==> src/rtl/wprcnt_pkg.sv <==
// Shared types and default sizing for the counter-implementation cross-check sequencer.
package wprcnt_pkg;

    localparam int unsigned WPRCNT_WIDTH = 5;
    localparam int unsigned WPRCNT_ERRW  = 8;
    localparam int unsigned RUN_LEN_W    = 8;

    typedef enum logic [2:0] {
        ST_IDLE  = 3'd0,
        ST_CLEAR = 3'd1,
        ST_RUN   = 3'd2,
        ST_CHECK = 3'd3,
        ST_DONE  = 3'd4
    } wprcnt_state_t;

endpackage

==> src/rtl/wprcnt_cmp.sv <==
// Three-way compare of counter outputs against the reference count,
// with a sticky mismatch flag and a saturating failing-cycle counter.
module wprcnt_cmp
    import wprcnt_pkg::*;
#(
    parameter int unsigned WIDTH = WPRCNT_WIDTH,
    parameter int unsigned ERRW  = WPRCNT_ERRW
) (
    input  logic             clock,
    input  logic             reset,
    input  logic             clr,
    input  logic             cmp_en,
    input  logic [WIDTH-1:0] cnt_a,
    input  logic [WIDTH-1:0] cnt_b,
    input  logic [WIDTH-1:0] cnt_c,
    input  logic [WIDTH-1:0] exp_cnt,
    output logic             mismatch,
    output logic [ERRW-1:0]  err_cnt
);

    logic miss;

    // One failing cycle counts once, however many counters disagree.
    assign miss = cmp_en && ((cnt_a != exp_cnt) || (cnt_b != exp_cnt) || (cnt_c != exp_cnt));

    always_ff @(posedge clock) begin
        if (!reset) begin
            mismatch <= 1'b0;
            err_cnt  <= '0;
        end else if (clr) begin
            mismatch <= 1'b0;
            err_cnt  <= '0;
        end else if (miss) begin
            mismatch <= 1'b1;
            if (err_cnt != '1) begin
                err_cnt <= err_cnt + 1'b1;
            end
        end
    end

endmodule

==> src/rtl/wprcnt_ctrl.sv <==
// Sequencer that clears and runs three counter implementations in lockstep,
// tracking a reference count and flagging any divergence.
module wprcnt_ctrl
    import wprcnt_pkg::*;
#(
    parameter int unsigned WIDTH = WPRCNT_WIDTH,
    parameter int unsigned ERRW  = WPRCNT_ERRW
) (
    input  logic                 clock,
    input  logic                 reset,
    input  logic                 start,
    input  logic                 stop,
    input  logic [RUN_LEN_W-1:0] run_len,
    input  logic [WIDTH-1:0]     cnt_a,
    input  logic [WIDTH-1:0]     cnt_b,
    input  logic [WIDTH-1:0]     cnt_c,
    output logic                 cnt_clr,
    output logic                 cnt_en,
    output logic                 busy,
    output logic                 done,
    output logic                 mismatch,
    output logic [ERRW-1:0]      err_cnt,
    output logic [WIDTH-1:0]     exp_cnt
);

    wprcnt_state_t        state;
    wprcnt_state_t        state_nxt;
    logic [RUN_LEN_W-1:0] run_rem;
    logic                 start_ok;
    logic                 cmp_en;
    logic                 cnt_clr_d;
    logic                 cnt_en_d;
    logic                 busy_d;
    logic                 done_d;

    assign start_ok = (state == ST_IDLE) && start && !stop;
    assign cmp_en   = ((state == ST_RUN) || (state == ST_CHECK)) && !stop;

    // Outputs are decoded from the next state and registered alongside it,
    // so they stay aligned with the state while remaining glitch-free flops.
    always_ff @(posedge clock) begin
        if (!reset) begin
            state   <= ST_IDLE;
            cnt_clr <= 1'b0;
            cnt_en  <= 1'b0;
            busy    <= 1'b0;
            done    <= 1'b0;
        end else begin
            state   <= state_nxt;
            cnt_clr <= cnt_clr_d;
            cnt_en  <= cnt_en_d;
            busy    <= busy_d;
            done    <= done_d;
        end
    end

    always_comb begin
        state_nxt = state;
        case (state)
            ST_IDLE: begin
                if (start_ok) begin
                    state_nxt = ST_CLEAR;
                end
            end
            ST_CLEAR: begin
                if (stop) begin
                    state_nxt = ST_IDLE;
                end else if (run_rem != '0) begin
                    state_nxt = ST_RUN;
                end else begin
                    state_nxt = ST_CHECK;
                end
            end
            ST_RUN: begin
                if (stop) begin
                    state_nxt = ST_IDLE;
                end else if (run_rem == RUN_LEN_W'(1)) begin
                    state_nxt = ST_CHECK;
                end
            end
            ST_CHECK: begin
                state_nxt = stop ? ST_IDLE : ST_DONE;
            end
            ST_DONE: begin
                state_nxt = ST_IDLE;
            end
            default: begin
                state_nxt = ST_IDLE;
            end
        endcase
    end

    always_comb begin
        cnt_clr_d = (state_nxt == ST_CLEAR);
        cnt_en_d  = (state_nxt == ST_RUN);
        busy_d    = (state_nxt == ST_CLEAR) || (state_nxt == ST_RUN) || (state_nxt == ST_CHECK);
        done_d    = (state_nxt == ST_DONE);
    end

    // run_rem doubles as the latched run length until RUN starts consuming it.
    always_ff @(posedge clock) begin
        if (!reset) begin
            run_rem <= '0;
            exp_cnt <= '0;
        end else if (start_ok) begin
            run_rem <= run_len;
            exp_cnt <= '0;
        end else begin
            if ((state == ST_RUN) && (run_rem != '0)) begin
                run_rem <= run_rem - 1'b1;
            end
            if (cnt_en) begin
                exp_cnt <= exp_cnt + 1'b1;
            end
        end
    end

    wprcnt_cmp #(
        .WIDTH (WIDTH),
        .ERRW  (ERRW)
    ) u_cmp (
        .clock    (clock),
        .reset    (reset),
        .clr      (start_ok),
        .cmp_en   (cmp_en),
        .cnt_a    (cnt_a),
        .cnt_b    (cnt_b),
        .cnt_c    (cnt_c),
        .exp_cnt  (exp_cnt),
        .mismatch (mismatch),
        .err_cnt  (err_cnt)
    );

endmodule

==> config.mk <==
export PLATFORM = sky130hd
export DESIGN_NAME = wprcnt_ctrl
export DESIGN_NICKNAME = d
export VERILOG_FILES = /design/src/rtl/wprcnt_pkg.sv /design/src/rtl/wprcnt_cmp.sv /design/src/rtl/wprcnt_ctrl.sv
export SDC_FILE = /design/constraint.sdc
export NUM_CORES = 1
export LEC_CHECK = 0
export BUFFER_PORTS_ARGS = -buffer_cell sky130_fd_sc_hd__clkbuf_2
export CAP_MARGIN = 20
export CORE_MARGIN = 4
export CORE_UTILIZATION = 40
export CTS_BUF_LIST = sky130_fd_sc_hd__clkbuf_16
export CTS_CLUSTER_DIAMETER = 120
export CTS_CLUSTER_SIZE = 10
export DETAILED_ROUTE_END_ITERATION = 8
export GPL_TIMING_DRIVEN = 0
export PLACE_DENSITY = 0.68
export SLEW_MARGIN = 15
export SYNTH_ARGS = -nofsm -noshare
export SYNTH_HDL_FRONTEND = slang
export SYNTH_HIERARCHICAL = 1
export SYNTH_SLANG_ARGS = --single-unit
export TNS_END_PERCENT = 30
==> constraint.sdc <==
create_clock -name clock -period 2.3 [get_ports clock]
set_input_delay 0.23 -clock clock [delete_from_list [all_inputs] [get_ports clock]]
set_output_delay 0.23 -clock clock [all_outputs]
set_load 0.005 [all_outputs]
# Yosys cells after proc, flatten, opt, wreduce, memory -nomap -nowiden
# Cells that the tools add are included.
# classes
div	0
muxes	9
bitwise_logic	1
reduce_logical	16
n_eq_ne	12
multipliers	0
addsub	3
magnitude_cmp	0
shift	0
# op_table
op	n
two-way mux 8 bit	2
!= test 5 bit	3
== test 3 x 2 -> 1 bit (second input constant)	4
two-way mux 3 bit	4
one-hot mux 3 bit (4 select lines)	1
adder 8 x 1 -> 8 bit (second input constant)	1
== test 8 x 1 -> 1 bit (second input constant)	1
!= test 8 bit (second input constant)	1
nonzero test 8 bit	1
subtractor 8 x 1 -> 8 bit (second input constant)	1
== test 3 x 1 -> 1 bit (second input constant)	2
adder 5 x 1 -> 5 bit (second input constant)	1
logical AND 1 bit	5
logical OR 1 bit	5
== test 3 bit (second input constant)	1
zero test 3 bit	1
two-way mux 2 bit	1
AND reduction 2 bit	1
nonzero test 2 bit	1
OR reduction 2 bit	1
zero test 1 bit	1
two-way mux 1 bit	1
inverter 1 bit	1
# word_totals
word_cells	50
ram_bits	0
latch_bits	0
ff_bits	29
out_inout_bits	18
mem_count	0
mem_bits_ro	0

# Depth between registers and ports, before layout
# Gate-level depths: netlist of the first run.
# logic_depth
depth_word	8
depth_mapped	9
depth_no_buf	7

# Cells and area by module
# Netlist of the first run, hierarchy kept.
# by_module_without_submodules
module	area_per_inst_um2	cells_per_inst	instances
wprcnt_ctrl	950.9	104	1
wprcnt_cmp	641.9	70	1

# Worst setup path after synthesis of the first run
# OpenSTA, ideal clock, no wires.
# synth_path
kind	reg2reg
start	register run_rem[0]
end	register run_rem[1]
path_stages_with_launch	8
slack_ns	0.529
n_path_buf	1
t_arrival_ns	1.696
required_ns	2.224
cell_sequence	dfxtp_1 inv_1 ha_1 or3b_1 clkbuf_1 o21ai_2 mux2_1 o22ai_1
# synth_between
elab_chain_len	3
elab_cells_between_ends	6
cone_classes	add/sub: 1; mux: 2; reduce/logical: 3
# synth_rtl
item	line	text
start: declaration	wprcnt_ctrl.sv:28	logic [RUN_LEN_W-1:0] run_rem;
start signal: assignment	wprcnt_ctrl.sv:106	run_rem <= run_len;
start signal: assignment	wprcnt_ctrl.sv:110	run_rem <= run_rem - 1'b1;
subtractor 8 x 1 -> 8 bit or nonzero test 8 bit (tied branches)	wprcnt_ctrl.sv:110, wprcnt_ctrl.sv:109	
two-way mux 8 bit or logical AND 1 bit (tied branches)	wprcnt_ctrl.sv:109	if ((state == ST_RUN) && (run_rem != '0)) begin
two-way mux 8 bit or nonzero test 2 bit (tied branches)	--	
# Several ways; a longest one is shown, not always the timed one. The select of a mux whose other input is x is not followed.
# A chain may end at the register's enable or synchronous reset.

# Final worst setup path of the first run
# layout_path
start	register state[2]
end	register u_cmp.err_cnt[5]
# layout_between
elab_cells_between_ends	10
cone_classes	eq/ne: 2; reduce/logical: 8
# layout_lines
item	line	text
start: declaration	wprcnt_ctrl.sv:26	wprcnt_state_t state;
start signal: assignment	wprcnt_ctrl.sv:49	state <= state_nxt;
zero test 3 bit	wprcnt_ctrl.sv:36	assign start_ok = (state == ST_IDLE) && start && !stop;
logical AND 1 bit (2 in series)	wprcnt_ctrl.sv:36	
via start_ok	wprcnt_ctrl.sv:29	logic start_ok;
OR reduction 2 bit (no line)	--	
end signal: assignment	wprcnt_cmp.sv:36	err_cnt <= err_cnt + 1'b1;
end: declaration	wprcnt_cmp.sv:18	output logic [ERRW-1:0] err_cnt
# The timed path passes the listed nets, and every way through them passes these cells.

==> reports/qor.txt, run 1 <==
GRT Total Usage: 14.5%
Post-route ant nets: 0
Slew Limit Fails: 0
Cell variety after synth: 47
Synthesis-to-layout area growth: 28.0%
Min Clock Period, post-route: 1.99 ns
Die H: 71.1 um
Placeable Area: 0.00374 mm2
TritonCTS buffer count: 5
Synth top cells by count: 29 x dfxtp_1, 18 x nor2_1, 12 x nand2_1, 10 x nand4_1
I/O pin total: 45
Final setup margin: 0.315 ns
Ant diodes: 0
Register bit total from synthesis: 29
Power Density: 683 mW/mm2
Critical path arrival: 2.14 ns
# H-tree levels: 2
Final Instance Area: 0.00204 mm2
Final HPWL DP: 2680 um
Via count: 1,469
Post-CTS Setup Repair Bufs: 0
Status: finished clean
Dpl ws: 0.0956 ns
TNS Setup: 0 ns
CTS tree: done
Crit end category: flop
Placed Instance Area: 0.00187 mm2
Area leader, netlist: dfxtp_1
Hold_buf cts: 0
CTS root buf: clkbuf_16
Final Core Density: 54.4%
Critical Path RT: 2.46 ns
Share of flip-flops with an asynchronous set or reset: 0%
DR DRC count: 0
DR vias/cell: 5.36
Port Buf Inserts: 44
Post-synth top flop: dfxtp_1
Clk sink count: 29
Largest net degree at the start of global routing: 11
Worst skew pair latency: 0.27 ns
Post-synth EDFFs: 0
Grt ovf: 0
Syn Nets: 206
Worst slew margin: 67.6%
RSZ-0062 raised after global routing: no
Final RePlAce weighted congestion: 0.748
Die area: 0.00506 mm2
Row Count: 22
Min-delay worst type: input port to flop
Share of layout cells above drive strength 1: 31.4%
Final setup violation count: 0
Final nets: 257
Area share of the largest cell type after synthesis: 36.4%
Global-route wire length before repair: 5950 um
Yosys warns: 6
Fin Hold WS: 0.210 ns
Multi-input logic area: 955 um2
Fillers: 370
Most common cell in the netlist: dfxtp_1
Initial core utilization: 42.5%
Final WL: 3520 um
Syn_area_per_cell: 9.15 um2
Initial drt markers: 45
Worst slew pin tran: 0.481 ns
Syn Inst Count: 174
WS Path Type: flop to flop
Vias in the first global route: 1,330
Crit path max fanout: 10
Initial antenna violation count: 0
CTS clk-pin slew, worst paths: 0.05 ns
Max IR drop VDD: 0.545 mV
Seq/Total Area, Yosys: 36.4%
Fin. Hold Viols: 0
Average wire per standard cell: 12.8 um
Mapped Area: 0.00159 mm2
Critical Path Start Type: flop
Clock Skews: 0.00404 ns
Die width: 71.1 um
TritonRoute pass-1 iters: 4
Top cells by area, synth: dfxtp_1 36%, xor2_1 4.4%, nor2_1 4.2%
Fmax: 504 MHz
Final worst path period share: 86.3%
Max-Cap Viols: 0
Leakage: 0.892 nW
Total area of sequential cells: 581 um2
Bufs on Longest Clock Path: 2
[repair_timing]
| action | 4_1_cts | 5_1_grt |
|---|---|---|
| endpoints found under the setup margin | 0 | 7 |
| endpoints found under the hold margin | 0 | 0 |
| gates resized for setup | 0 | 4 |
[per-layer routing]
layer | wire length (um) | global-route usage (%) | vias to the layer above
met5 | 0 | 0 | -
met2 | 1750 | 23.5 | 31
li1 | - | - | 752
met3 | 178 | 4.12 | 7
met4 | 51 | 6.26 | 0
met1 | 1540 | 18.0 | 679
[state kept, by name, indices dropped and copies added (netlist names)]
register	flops
busy	1
cnt_clr	1
cnt_en	1
done	1
exp_cnt	5
run_rem	8
state	3
u_cmp/err_cnt	8
u_cmp/mismatch	1
[kinds of logic (layout without fill, tap and decap cells)]
| kind of cell | count (synthesis) | in the layout | synth area share, % |
|---|---|---|---|
| compound gates | 39 | 39 | 20.3 |
| buf+inv | 13 | 65 | 3.61 |
| simple gates | 73 | 73 | 27.1 |
| xor+xnor | 12 | 12 | 6.60 |
| fa+ha+maj | 5 | 5 | 3.93 |
| mux | 3 | 3 | 1.96 |
| flops | 29 | 29 | 36.4 |
[placed cells by master, fill, tap and decap left out, types with 2 or more instances in the layout]
master,instances
and3_1,2
a41o_1,5
a21oi_1,7
a21oi_2,3
clkbuf_16,5
o2111ai_1,2
nand3_1,2
and2_1,3
or3_1,2
a22oi_4,2
inv_1,8
or4_1,2
nor4_1,2
o311a_1,2
nand2_1,12
and3b_1,2
xnor2_1,4
or4_4,3
clkbuf_1,2
nand2b_1,2
o21ai_0,8
nand4_1,10
xor2_1,8
clkbuf_2,46
ha_1,5
dfxtp_1,29
nor3_1,3
a31oi_1,4
mux2i_1,2
nor2_1,18
[power by group]
| group | total, mW | internal, mW | switching, mW | leakage [nW] |
|---|---|---|---|---|
| clock | 0.712 | 0.501 | 0.211 | 0.0826 |
| sequential | 0.538 | 0.519 | 0.0185 | 0.236 |
| combinational | 0.142 | 0.0644 | 0.0771 | 0.574 |
| total | 1.39 | 1.08 | 0.306 | 0.892 |
[area by class of cell]
cell class              instances  area share (%)
plain buffers                   6            1.66
clock buffers                   5            6.14
clock inverters                 3            1.84
inverters                       7            1.29
multi-input cells             132            46.8
flip-flops and latches         29            28.5
well taps                      48            2.95
repair buffers                 44            10.8
[path summary, 6_finish.rpt]
check / from / to / slack, ns / cells after the start
setup / recovery: state[2] / u_cmp/err_cnt[5] / 0.31 / 7
hold / removal: run_len[1] / run_rem[1] / 0.21 / 3
setup reg to reg: state[2] / u_cmp/err_cnt[5] / 0.31 / 7
hold reg to reg: u_cmp/mismatch / u_cmp/mismatch / 0.46 / 2
[stage by stage]
step | power, mW | instances
after global routing | 1.46 | 274
after CTS | 1.41 | 274
final | 1.39 | 274
after floorplan | 0.637 | 174
after detailed placement | 0.689 | 266
after global placement | 0.686 | 266
[worst max-delay path, cell delays in order, from the launching register on]
cell      delay (ns)
dfxtp_1         0.34
nor2_1          0.27
nand3_1         0.30
clkbuf_2        0.29
inv_1           0.10
nand2b_1        0.27
nor2_1          0.07
a41o_1          0.24
(Power assumes the default switching activity.)
==> run 2: changes to the inputs <==
--- a/config.mk
+++ b/config.mk
@@ -8,14 +8,13 @@
 export BUFFER_PORTS_ARGS = -buffer_cell sky130_fd_sc_hd__clkbuf_2
 export CAP_MARGIN = 20
 export CORE_MARGIN = 4
-export CORE_UTILIZATION = 40
+export CORE_UTILIZATION = 25
 export CTS_BUF_LIST = sky130_fd_sc_hd__clkbuf_16
 export CTS_CLUSTER_DIAMETER = 120
 export CTS_CLUSTER_SIZE = 10
 export DETAILED_ROUTE_END_ITERATION = 8
 export GPL_TIMING_DRIVEN = 0
-export PLACE_DENSITY = 0.68
-export SLEW_MARGIN = 15
+export PLACE_DENSITY = 0.48
 export SYNTH_ARGS = -nofsm -noshare
 export SYNTH_HDL_FRONTEND = slang
 export SYNTH_HIERARCHICAL = 1
==> run 2 against run 1 <==
  * Non-clock buffer count unchanged
  * Worst hold slack got worse by 0.018 ns
  * Global-route usage is 4.7 points lower
  * Sequential share of layout area decreased by 0.12 points
  * Sequential power barely moved
  * Die area grew 53%
  * Power down 7.5%
  * Critical path type unchanged
  * Critical endpoint is now u_cmp/err_cnt[4]
==> reports/qor.txt, run 2 (synthesized netlist as in run 1, its figures left out) <==
Row Count: 28 (+27%)
Fmax: 468 MHz (-7.2%)
Worst skew pair latency: 0.27 ns (about the same)
Grt ovf: 0 (unchanged)
TritonRoute pass-1 iters: 4 (unchanged)
Bufs on Longest Clock Path: 2 (unchanged)
Final worst path period share: 93.0% (+6.7 points)
Worst slew pin tran: 0.527 ns (+0.0459 ns)
Critical path arrival: 2.35 ns (+0.21 ns)
Critical Path Start Type: flop
Placed Instance Area: 0.00191 mm2 (+1.8%)
Final RePlAce weighted congestion: 0.729 (-2.5%)
CTS root buf: clkbuf_16
Ant diodes: 0 (unchanged)
# H-tree levels: 2 (unchanged)
Placeable Area: 0.00606 mm2 (+62%)
WS Path Type: flop to flop
Via count: 1,454 (-1.0%)
I/O pin total: 45 (unchanged)
Setup crit end: u_cmp/err_cnt[4]
Reg2reg end: u_cmp/err_cnt[4]
Max-Cap Viols: 0 (unchanged)
Average wire per standard cell: 12.6 um (-1.6%)
Initial core utilization: 26.3% (-16 points)
TNS Setup: 0 ns (unchanged)
Pwr Total: 1.29 mW (-7.5%)
Fin. Hold Viols: 0 (unchanged)
CTS tree: done
Fin cells: 301 (+9.9%)
CTS clk-pin slew, worst paths: 0.05 ns (about the same)
Final setup violation count: 0 (unchanged)
R2r setup slk: 0.16 ns (-0.15 ns)
Synthesis-to-layout area growth: 28.5%
Worst setup path start: state[1]
Final HPWL DP: 2830 um (+5.7%)
Largest regs: run_rem: 8 flops, u_cmp/err_cnt: 8 flops, exp_cnt: 5 flops
DR vias/cell: 4.83 (-9.9%)
GRT Total Usage: 9.84% (-4.7 points)
Largest net degree at the start of global routing: 11 (unchanged)
RSZ-0062 raised after global routing: no
Initial antenna violation count: 0 (unchanged)
Final nets: 257 (unchanged)
Die H: 87.8 um (+24%)
Post-CTS Setup Repair Bufs: 0 (unchanged)
Clock Skews: 0.00516 ns (+0.00111 ns)
Clk sink count: 29 (unchanged)
Final Core Density: 33.8% (-21 points)
Worst slew margin: 64.5% (-3.1 points)
TritonCTS buffer count: 5 (unchanged)
Min-delay worst type: input port to flop
Initial drt markers: 35 (-22%)
Critical Path RT: 2.51 ns (+0.05 ns)
Share of layout cells above drive strength 1: 31.4% (unchanged)
Final WL: 3810 um (+8.1%)
Final Instance Area: 0.00205 mm2 (+0.43%)
Status: finished clean
Critical register-to-register path startpoint: state[1]
Port Buf Inserts: 44 (unchanged)
Crit path max fanout: 10 (unchanged)
Global-route wire length before repair: 5910 um (-0.69%)
Post-route ant nets: 0 (unchanged)
Power Density: 629 mW/mm2 (-7.9%)
Most frequent cells in the layout: 45 x clkbuf_2, 29 x dfxtp_1, 18 x nor2_1
Reg2reg path depth: 9 (+2)
Leakage: 0.881 nW (-1.2%)
Most common cell after layout, fill and taps aside: clkbuf_2
DR DRC count: 0 (unchanged)
Vias in the first global route: 1,280 (-3.8%)
Min Clock Period, post-route: 2.14 ns (+0.153 ns)
Max IR drop VDD: 0.376 mV (-31%)
Crit end category: flop
Slew Limit Fails: 0 (unchanged)
Die area: 0.00771 mm2 (+53%)
Die width: 87.8 um (+24%)
Cells after DPL: 293 (+10%)
run 2: cell count changes in the layout (fill, tap and decap cells not counted):
| cell | before | now |
|---|---|---|
| clkbuf_2 | 46 | 45 |
| clkinv_1 | 1 | 0 |
| bufinv_16 | 1 | 0 |
| clkbuf_1 | 2 | 3 |
| clkinv_2 | 0 | 2 |
run 2: what timing repair did:
action	4_1_cts	5_1_grt
endpoints found under the setup margin	0	7
endpoints found under the hold margin	0	0
gates resized for setup	0	2
hold buffers	0	0
run 2: area by class of cell:
class	instances	area [um2]
plain buffers	6	32.5
clock buffers	5	125
clock inverters	3	13.8
fillers	647	4010
inverters	7	26.3
multi-input cells	132	955
flip-flops and latches	29	581
well taps	75	93.8
repair buffers	44	220
run 2: report_power, final:
group | switching, mW | total [mW] | internal (mW) | leakage, nW
logic | 0.0776 | 0.142 | 0.0640 | 0.571
registers | 0.0180 | 0.537 | 0.519 | 0.236
clock network | 0.217 | 0.609 | 0.391 | 0.0748
total | 0.313 | 1.29 | 0.974 | 0.881
run 2: critical path: stages (launching register included):
cell	delay, ns
dfxtp_1	0.48
nor2_1	0.10
nand3_1	0.30
clkbuf_2	0.30
inv_1	0.08
nor2b_1	0.11
clkbuf_1	0.35
nand2_1	0.09
a31oi_1	0.16
a41o_1	0.11
run 2: layer usage:
layer | GRT usage, % | up-vias | part of all wire [%]
li1 | - | 751 | -
met1 | 13.1 | 664 | 48
met2 | 14.0 | 35 | 45
met3 | 3.29 | 4 | 5.2
met4 | 5.16 | 0 | 1.6
met5 | 0 | - | 0
run 2: through the flow:
| step | hold slack (ns) | worst slack [ns] |
|---|---|---|
| 2_1_floorplan | 0.380 | 0.529 |
| 3_3_place_gp | 0.453 | 0.0677 |
| 3_5_place_dp | 0.465 | 0.0433 |
| 4_1_cts | 0.182 | 0.00958 |
| 5_1_grt | 0.203 | 0.00276 |
| 6_report | 0.192 | 0.162 |
run 2: worst min-delay path by stage:
stage	startpoint	to	slack (ns)	depth (start not counted)
2_1_floorplan	run_len[1]	run_rem[1]	0.38	2
3_3_place_gp	u_cmp/mismatch	u_cmp/mismatch	0.45	2
3_5_place_dp	u_cmp/mismatch	u_cmp/mismatch	0.47	2
4_1_cts	run_len[1]	run_rem[1]	0.18	3
5_1_grt	run_len[1]	run_rem[1]	0.20	3
6_report	run_len[1]	run_rem[1]	0.19	3
==> run 3: changes to the inputs <==
--- a/config.mk
+++ b/config.mk
@@ -7,7 +7,8 @@
 export LEC_CHECK = 0
 export BUFFER_PORTS_ARGS = -buffer_cell sky130_fd_sc_hd__clkbuf_2
 export CAP_MARGIN = 20
-export CORE_MARGIN = 4
+export CORE_ASPECT_RATIO = 1.2
+export CORE_MARGIN = 5
 export CORE_UTILIZATION = 25
 export CTS_BUF_LIST = sky130_fd_sc_hd__clkbuf_16
 export CTS_CLUSTER_DIAMETER = 120
==> run 3 against run 2 <==
  * Worst hold slack better by 0.0093 ns
  * Sequential power hardly changed
  * Worst setup slack better by 0.18 ns
  * Sequential share of layout area is 0.51 points lower
  * Critical path type unchanged
  * Critical endpoint is now u_cmp/err_cnt[2]
==> reports/qor.txt, run 3 (synthesized netlist as in run 1, its figures left out) <==
Leakage: 0.887 nW (+0.66%)
Critical-path top delay cell: dfxtp_1
Final Instance Area: 0.00208 mm2 (+1.8%)
Hold_buf cts: 0 (unchanged)
Average wire per standard cell: 12.6 um (-0.45%)
Buf/Inv on CP: 3 (unchanged)
Final Core Density: 34.0% (+0.24 points)
Grt ovf: 0 (unchanged)
GRT Total Usage: 9.91% (+0.067 points)
Most common cell after layout, fill and taps aside: clkbuf_2
Global-route wire length before repair: 6490 um (+9.8%)
I/O pin total: 45 (unchanged)
Largest net degree at the start of global routing: 11 (unchanged)
Initial drt markers: 30 (-14%)
CP max stage delay: 0.49 ns (about the same)
Most used cell, CP: clkbuf_2
Fillers: 698 (+7.9%)
Die area: 0.00807 mm2 (+4.7%)
Synthesis-to-layout area growth: 30.9%
Cell Chain, Critical Path: nor2_1 -> nand3_1 -> clkbuf_2 -> inv_1 -> nor2b_1 -> clkbuf_2 -> nand2_1 -> a31oi_1 -> a41o_1
Die width: 82.9 um (-5.6%)
Bufs on Longest Clock Path: 2 (unchanged)
CTS root buf: clkbuf_16
Share of layout cells above drive strength 1: 31.9% (+0.44 points)
Clock Skews: 0.00792 ns (+0.00277 ns)
Final worst path period share: 85.1% (-7.9 points)
Die H: 97.4 um (+11%)
Min-delay worst type: input port to flop
Largest regs: run_rem: 8 flops, u_cmp/err_cnt: 8 flops, exp_cnt: 5 flops
Fmax: 511 MHz (+9.2%)
Placed Instance Area: 0.00192 mm2 (+0.46%)
Vias in the first global route: 1,398 (+9.2%)
Most frequent cells in the layout: 46 x clkbuf_2, 29 x dfxtp_1, 18 x nor2_1
CTS tree: done
TritonRoute pass-1 iters: 4 (unchanged)
Crit end category: flop
WS Path Type: flop to flop
Ant diodes: 0 (unchanged)
Max IR drop VDD: 0.268 mV (-29%)
Final setup violation count: 0 (unchanged)
Max-Cap Viols: 0 (unchanged)
DR vias/cell: 4.69 (-2.9%)
Critical Path Start Type: flop
Row Count: 31 (+11%)
Met1 usage: 11.8% (-1.2 points)
Clk sink count: 29 (unchanged)
Worst slew margin: 61.7% (-2.9 points)
Final WL: 3880 um (+1.9%)
Family with the most delay on the worst path: buffers and inverters
Post-route ant nets: 0 (unchanged)
RSZ-0062 raised after global routing: no
Via count: 1,445 (-0.62%)
Port Buf Inserts: 44 (unchanged)
Placeable Area: 0.00613 mm2 (+1.1%)
CTS clk-pin slew, worst paths: 0.05 ns (about the same)
DR DRC count: 0 (unchanged)
Worst skew pair latency: 0.27 ns (about the same)
Met2 usage: 16.2% (+2.1 points)
Worst slew pin tran: 0.569 ns (+0.0424 ns)
Initial core utilization: 26.0% (-0.29 points)
Final RePlAce weighted congestion: 0.762 (+4.5%)
Final HPWL DP: 3020 um (+6.6%)
Post-CTS Setup Repair Bufs: 0 (unchanged)
TritonCTS buffer count: 5 (unchanged)
Crit path max fanout: 10 (unchanged)
Power Density: 673 mW/mm2 (+7.1%)
Initial antenna violation count: 0 (unchanged)
Final nets: 257 (unchanged)
Slew Limit Fails: 0 (unchanged)
Number of gates resized after cts: 0 (unchanged)
TNS Setup: 0 ns (unchanged)
Min Clock Period, post-route: 1.96 ns (-0.181 ns)
# H-tree levels: 2 (unchanged)
GRT Max-Usage Layer: met2
Status: finished clean
Critical Path RT: 2.52 ns (about the same)
Fin. Hold Viols: 0 (unchanged)
Critical path arrival: 2.17 ns (-0.18 ns)
Met3 usage: 3.05% (-0.24 points)
run 3: changes by cell type in the layout (fill, tap and decap cells not counted):
cell        change
bufinv_16       +1
clkbuf_1        -1
clkbuf_2        +1
clkinv_1        +1
clkinv_2        -2
clkinvlp_4      +1
inv_1           -1
run 3: area by class of cell:
| type | instances | area (um2) | share of cell area, % |
|---|---|---|---|
| plain buffers | 6 | 33.8 | 1.62 |
| clock buffers | 5 | 125 | 6.00 |
| clock inverters | 3 | 41.3 | 1.98 |
| inverters | 7 | 26.3 | 1.26 |
| multi-input cells | 132 | 955 | 45.8 |
| flip-flops and latches | 29 | 581 | 27.9 |
| well taps | 82 | 103 | 4.92 |
| repair buffers | 44 | 220 | 10.6 |
run 3: worst paths after layout:
| kind | startpoint | end | slack (ns) | depth (start not counted) |
|---|---|---|---|---|
| max | state[0] | u_cmp/err_cnt[2] | 0.34 | 9 |
| min | run_len[1] | run_rem[1] | 0.20 | 3 |
| max reg2reg | state[0] | u_cmp/err_cnt[2] | 0.34 | 9 |
| min reg2reg | u_cmp/mismatch | u_cmp/mismatch | 0.46 | 2 |
run 3: routing by layer:
layer | vias up | part of all wire [%]
li1 | 752 | -
met2 | 25 | 49
met5 | - | 0
met4 | 0 | 1.3
met3 | 2 | 3.6
met1 | 666 | 46
run 3: metrics by stage:
stage / setup slack, ns / power (mW) / instances / hold WS (ns)
2_1_floorplan: 0.529 / 0.637 / 174 / 0.380
3_3_place_gp: 0.0425 / 0.689 / 300 / 0.449
3_5_place_dp: 0.0311 / 0.691 / 300 / 0.457
4_1_cts: 0.0166 / 1.43 / 308 / 0.194
5_1_grt: 0.0706 / 1.48 / 308 / 0.194
6_report: 0.342 / 1.40 / 308 / 0.201
run 3: tightest hold or removal path, stage by stage:
cell,delay [ns]
clkbuf_2,0.08
nand2_1,0.05
o22ai_1,0.06
run 3: report_power, final:
part	leakage, nW	internal, mW	switching, mW
registers	0.236	0.519	0.0182
logic	0.574	0.0644	0.0778
clock network	0.0775	0.505	0.219
